File: src/rtl/tcdm_master_arb.sv
// tcdm_master_arb: round-robin N-to-1 arbiter sharing one TCDM network master port
module tcdm_master_arb #(
  parameter int unsigned NumReq        = 4,
  parameter int unsigned AddWidth      = 10,
  parameter int unsigned ReqDataWidth  = 32,
  parameter int unsigned RespDataWidth = 32,
  parameter bit          WriteRespOn   = 1'b1,
  parameter int unsigned StallWidth    = 4
) (
  input  logic                                  clk_i,
  input  logic                                  rst_i,
  input  logic [NumReq-1:0]                     req_i,
  output logic [NumReq-1:0]                     gnt_o,
  input  logic [NumReq-1:0][AddWidth-1:0]       add_i,
  input  logic [NumReq-1:0]                     wen_i,
  input  logic [NumReq-1:0][ReqDataWidth-1:0]   data_i,
  output logic [RespDataWidth-1:0]              rdata_o,
  output logic [NumReq-1:0]                     vld_o,
  output logic                                  req_o,
  input  logic                                  gnt_i,
  output logic [AddWidth-1:0]                   add_o,
  output logic                                  wen_o,
  output logic [ReqDataWidth-1:0]               data_o,
  input  logic [RespDataWidth-1:0]              rdata_i,
  input  logic                                  vld_i,
  output logic                                  stall_o,
  output logic                                  err_o
);
  localparam int unsigned IdxW = $clog2(NumReq);
  localparam logic [IdxW:0] NumW = (IdxW+1)'(NumReq);
  localparam logic [IdxW-1:0] LastIdx = IdxW'(NumReq - 1);
  localparam logic [StallWidth-1:0] Thr = '1;
  logic [IdxW-1:0] ptr_q, ptr_d, lid_q, lid_d, pid_q, pid_d, win, idx;
  logic [IdxW:0] sum;
  logic lock_q, lock_d, pend_q, pend_d, err_q, err_d, found, hs, stalled;
  logic [StallWidth-1:0] stall_cnt_q, stall_cnt_d;
  // winner: held lock if its requester is still asking, else first request at or after ptr_q
  always_comb begin
    win = '0;
    found = 1'b0;
    sum = '0;
    idx = '0;
    for (int i = int'(NumReq) - 1; i >= 0; i--) begin
      sum = {1'b0, ptr_q} + (IdxW+1)'(i);
      idx = IdxW'(sum >= NumW ? sum - NumW : sum);
      if (req_i[idx]) begin
        found = 1'b1;
        win = idx;
      end
    end
    if (lock_q && req_i[lid_q]) begin
      found = 1'b1;
      win = lid_q;
    end
  end
  assign req_o   = found & ~rst_i;
  assign add_o   = req_o ? add_i[win] : '0;
  assign wen_o   = req_o ? wen_i[win] : 1'b0;
  assign data_o  = req_o ? data_i[win] : '0;
  assign gnt_o   = (req_o & gnt_i) ? (NumReq'(1) << win) : '0;
  assign vld_o   = (vld_i & pend_q) ? (NumReq'(1) << pid_q) : '0;
  assign rdata_o = rdata_i;
  assign stall_o = stall_cnt_q == Thr;
  assign err_o   = err_q;
  assign hs      = req_o & gnt_i;
  assign stalled = req_o & ~gnt_i;
  // next state: pointer advance, lock on stall, response tracking, stall count, sticky error
  always_comb begin
    ptr_d       = hs ? (win == LastIdx ? '0 : win + 1'b1) : ptr_q;
    lock_d      = stalled;
    lid_d       = stalled ? win : lid_q;
    pend_d      = hs & (~wen_o | WriteRespOn);
    pid_d       = hs ? win : pid_q;
    stall_cnt_d = stalled ? (stall_cnt_q == Thr ? Thr : stall_cnt_q + 1'b1) : '0;
    err_d       = err_q | (vld_i ^ pend_q);
  end
  // state registers, all cleared immediately by reset
  always_ff @(posedge clk_i or posedge rst_i) begin
    if (rst_i) begin
      ptr_q       <= '0;
      lock_q      <= 1'b0;
      lid_q       <= '0;
      pend_q      <= 1'b0;
      pid_q       <= '0;
      stall_cnt_q <= '0;
      err_q       <= 1'b0;
    end else begin
      ptr_q       <= ptr_d;
      lock_q      <= lock_d;
      lid_q       <= lid_d;
      pend_q      <= pend_d;
      pid_q       <= pid_d;
      stall_cnt_q <= stall_cnt_d;
      err_q       <= err_d;
    end
  end
endmodule

File: config.mk
export PLATFORM = sky130hd
export DESIGN_NAME = tcdm_master_arb
export DESIGN_NICKNAME = d
export VERILOG_FILES = /design/src/rtl/tcdm_master_arb.sv
export SDC_FILE = /design/constraint.sdc
export NUM_CORES = 1
export LEC_CHECK = 0
export BUFFER_PORTS_ARGS = -buffer_cell sky130_fd_sc_hd__buf_4
export CAP_MARGIN = 20
export CORE_AREA = 2 2 115 117
export DETAILED_ROUTE_END_ITERATION = 12
export DIE_AREA = 0 0 117 119
export GPL_ROUTABILITY_DRIVEN = 0
export PLACE_DENSITY = 0.57
export SLEW_MARGIN = 25
export SYNTH_ARGS = -nofsm -noshare
export SYNTH_HDL_FRONTEND = slang
export SYNTH_SLANG_ARGS = --single-unit
File: constraint.sdc
create_clock -name clk_i -period 3.2 [get_ports clk_i]
set_input_delay 0.64 -clock clk_i [delete_from_list [all_inputs] [get_ports clk_i]]
set_output_delay 0.64 -clock clk_i [all_outputs]
set_load 0.02 [all_outputs]
==> run summary <==
outcome -> complete, no violations
hold slack -> 452 ps
global-route usage over all layers -> 12.5%
WL/cell -> 14.9 um
part of the power in registers -> 9.7%
count of cell types in the netlist -> 41
CP most frequent cell -> buf_4
Clock Skew -> 0.355 ps
Hold-fix buffers, CTS -> 0
# diodes -> 0
Mapped Area -> 0.00256 mm^2
dpl ws -> 39.8 ps
arrival time worst endpoint -> 2480 ps
CTS Buffer Depth -> 2
pwr dens -> 554 mW/mm^2
crit path launch type -> primary input
fin. max-slew vios -> 0
worst hold-check path type -> primary input to async pin
initial antenna violation count -> 0
achievable clock frequency -> 320 MHz
post-synth top area cell -> mux2i_1
post-synthesis async set-or-reset flop share -> 100%
Layout Cell Area excl Fill -> 0.00443 mm^2
delay-heaviest family, CP -> compound AO/OA/AOI/OAI gates
Net Sw Frac -> 44.9%
worst skew pair latency -> 240 ps
unrepaired setup endpoints after global routing -> no
clk slew on worst S/H paths -> 40 ps
Final setup viols -> 0
Leakage -> 2.32 nW
cells after synthesis -> 261
VDD IR max -> 0.236 mV
CTS tree -> done
gr ovfl total -> 0
Synthesized Nets -> 479
top cells by area in the synthesized netlist -> mux2i_1 (35%), o22ai_2 (20%), dfrtp_1 (13%)
Fillers -> 1321
Hold Fails Final Rpt -> 0
largest net degree at the start of global routing -> 24
most repeated cell in the gate-level netlist after synthesis -> mux2i_1
top_reg_cell synth -> dfrtp_1
vias in the first global route -> 2823
part of the cycle the worst path needs -> 97.6%
Post-synth EDFFs -> 0
hpwl dp -> 8.01 mm
Routed WL -> 9.50 mm
clock share of power -> 9.6%
H-tree Lvls -> 1
NumNets Final -> 683
die area -> 0.0139 mm^2
P_sw -> 1.10 mW
CP peak stage delay -> 380 ps
Fin Setup TNS -> 0 ps
Area after DPL -> 0.00434 mm^2
crit end category -> output pin
P&R area growth vs syn -> 72.9%
minimum clock period -> 3120 ps
first-pass GRT wire length -> 13.8 mm
initial core utilization -> 19.9%
final worst setup slack -> 76.7 ps
Port Buffer Count -> 233
clk sinks -> 13
drt drc -> 0
number of routed nets with antenna violations -> 0
cts bufs inserted -> 3
vias post-DR -> 2814
initial drt markers -> 84
Required @ worst endpoint -> 2560 ps
Synth Register Bits -> 13
Max transition margin -> 68.0%
Synth top cells by count -> mux2i_1 (89), o22ai_2 (40), buf_4 (33)
I/O pins -> 298
Synthesis Warnings -> 0
CP Cell Sequence -> buf_4, mux2_4, and3_4, a2111o_1, a211o_4, buf_12, o22ai_1, buf_4
Synth top area share -> 34.8%
Via density -> 4.40
Syn Area/Cell -> 9.81 um^2
Die H -> 119 um
Die X -> 117 um
Site Rows -> 42
worst slew pin tran -> 479 ps
core area -> 0.0129 mm^2
cell count after placement -> 636
r2r startpoint -> lid_q[1]
crit path launch -> req_i[1]
sequential area share after synthesis -> 12.7%
Buf/Inv on CP -> 3
CP max FO -> 20
Power Internal -> 1.35 mW
share of layout cells above drive strength 1 -> 65.3%
Initial DRT Pass Iterations -> 4
Layout Cells excl Fill -> 640
combinational group share of total power -> 80.8%
critical path's slowest cell -> a211o_4
Max-Cap Viols -> 0
CP Class -> primary input to output pin
clock root buffer -> clkbuf_16
## flip-flops by register name (all words and copies together) (netlist names)
| signal | flops |
|---|---|
| pend_q | 1 |
| lid_q | 2 |
| stall_cnt_q | 4 |
| ptr_q | 2 |
| err_o | 1 |
| pid_q | 2 |
| lock_q | 1 |
## path summary, 6_finish.rpt
check	end	slack (ps)	cells past startpoint
setup / recovery	data_o[30]	80	8
hold / removal	stall_cnt_q[2]	450	2
setup reg to reg	ptr_q[1]	1130	6
hold reg to reg	err_o	460	1
max in group asynchronous	pid_q[0]	2420	2
min in group clk_i	err_o	460	1
## kinds of logic (layout without fill, tap and decap cells)
| logic type | count (synthesis) | in the layout | synth area share [%] |
|---|---|---|---|
| buf+inv | 59 | 262 | 16.8 |
| fa+ha+maj | 6 | 6 | 2.93 |
| compound gates | 59 | 59 | 24.3 |
| simple gates | 33 | 33 | 7.48 |
| flops | 13 | 13 | 12.7 |
| mux | 91 | 91 | 35.8 |
## layout make-up
class,instances,area [um^2],area share [%]
clock buffers,4,78.8,1.78
multi-input cells,189,1820,41.0
inverters,8,35.0,0.791
well taps,176,220,4.97
repair buffers,250,1950,44.1
flip-flops and latches,13,325,7.34
## stage by stage
stage / total power [mW] / utilization [%]
3_5_place_dp: 2.22 / 33.7
2_1_floorplan: 1.57 / -
4_1_cts: 2.47 / 34.3
5_1_grt: 2.60 / 34.4
6_report: 2.45 / 34.4
3_3_place_gp: 2.22 / 33.7
## power groups by stage
stage | Sequential [mW] | Clock, mW | Combinational, mW
6_report | 0.237 | 0.235 | 1.98
3_3_place_gp | 0.237 | 0 | 1.98
4_1_cts | 0.236 | 0.239 | 1.99
2_1_floorplan | 0.226 | 0 | 1.34
5_1_grt | 0.243 | 0.245 | 2.11
3_5_place_dp | 0.238 | 0 | 1.99
## layer usage
layer	GRT usage (%)	vias up	routed length (um)
met3	2.70	10	729
met4	2.13	0	63
met1	15.0	1302	3740
li1	-	1365	-
met2	22.8	137	4970
met5	0	-	0
## layout by cell type (no fill, tap or decap), types with 2 or more instances in the layout
| cell | synthesis | layout |
|---|---|---|
| and3_1 | 5 | 5 |
| dfrtp_1 | 13 | 13 |
| o22ai_1 | 3 | 3 |
| ha_1 | 6 | 6 |
| inv_1 | 7 | 7 |
| mux2i_1 | 89 | 88 |
| buf_12 | 4 | 6 |
| o22ai_2 | 40 | 40 |
| nand3_1 | 2 | 2 |
| nor2_1 | 10 | 10 |
| clkbuf_16 | 0 | 3 |
| nand2_1 | 3 | 3 |
| buf_4 | 33 | 244 |
| a21oi_1 | 7 | 7 |
## timing repair
action,in CTS,in global routing
gates resized for setup,0,4
endpoints found under the setup margin,0,25
setup buffers,0,0
Power figures use the tool's default switching activity.
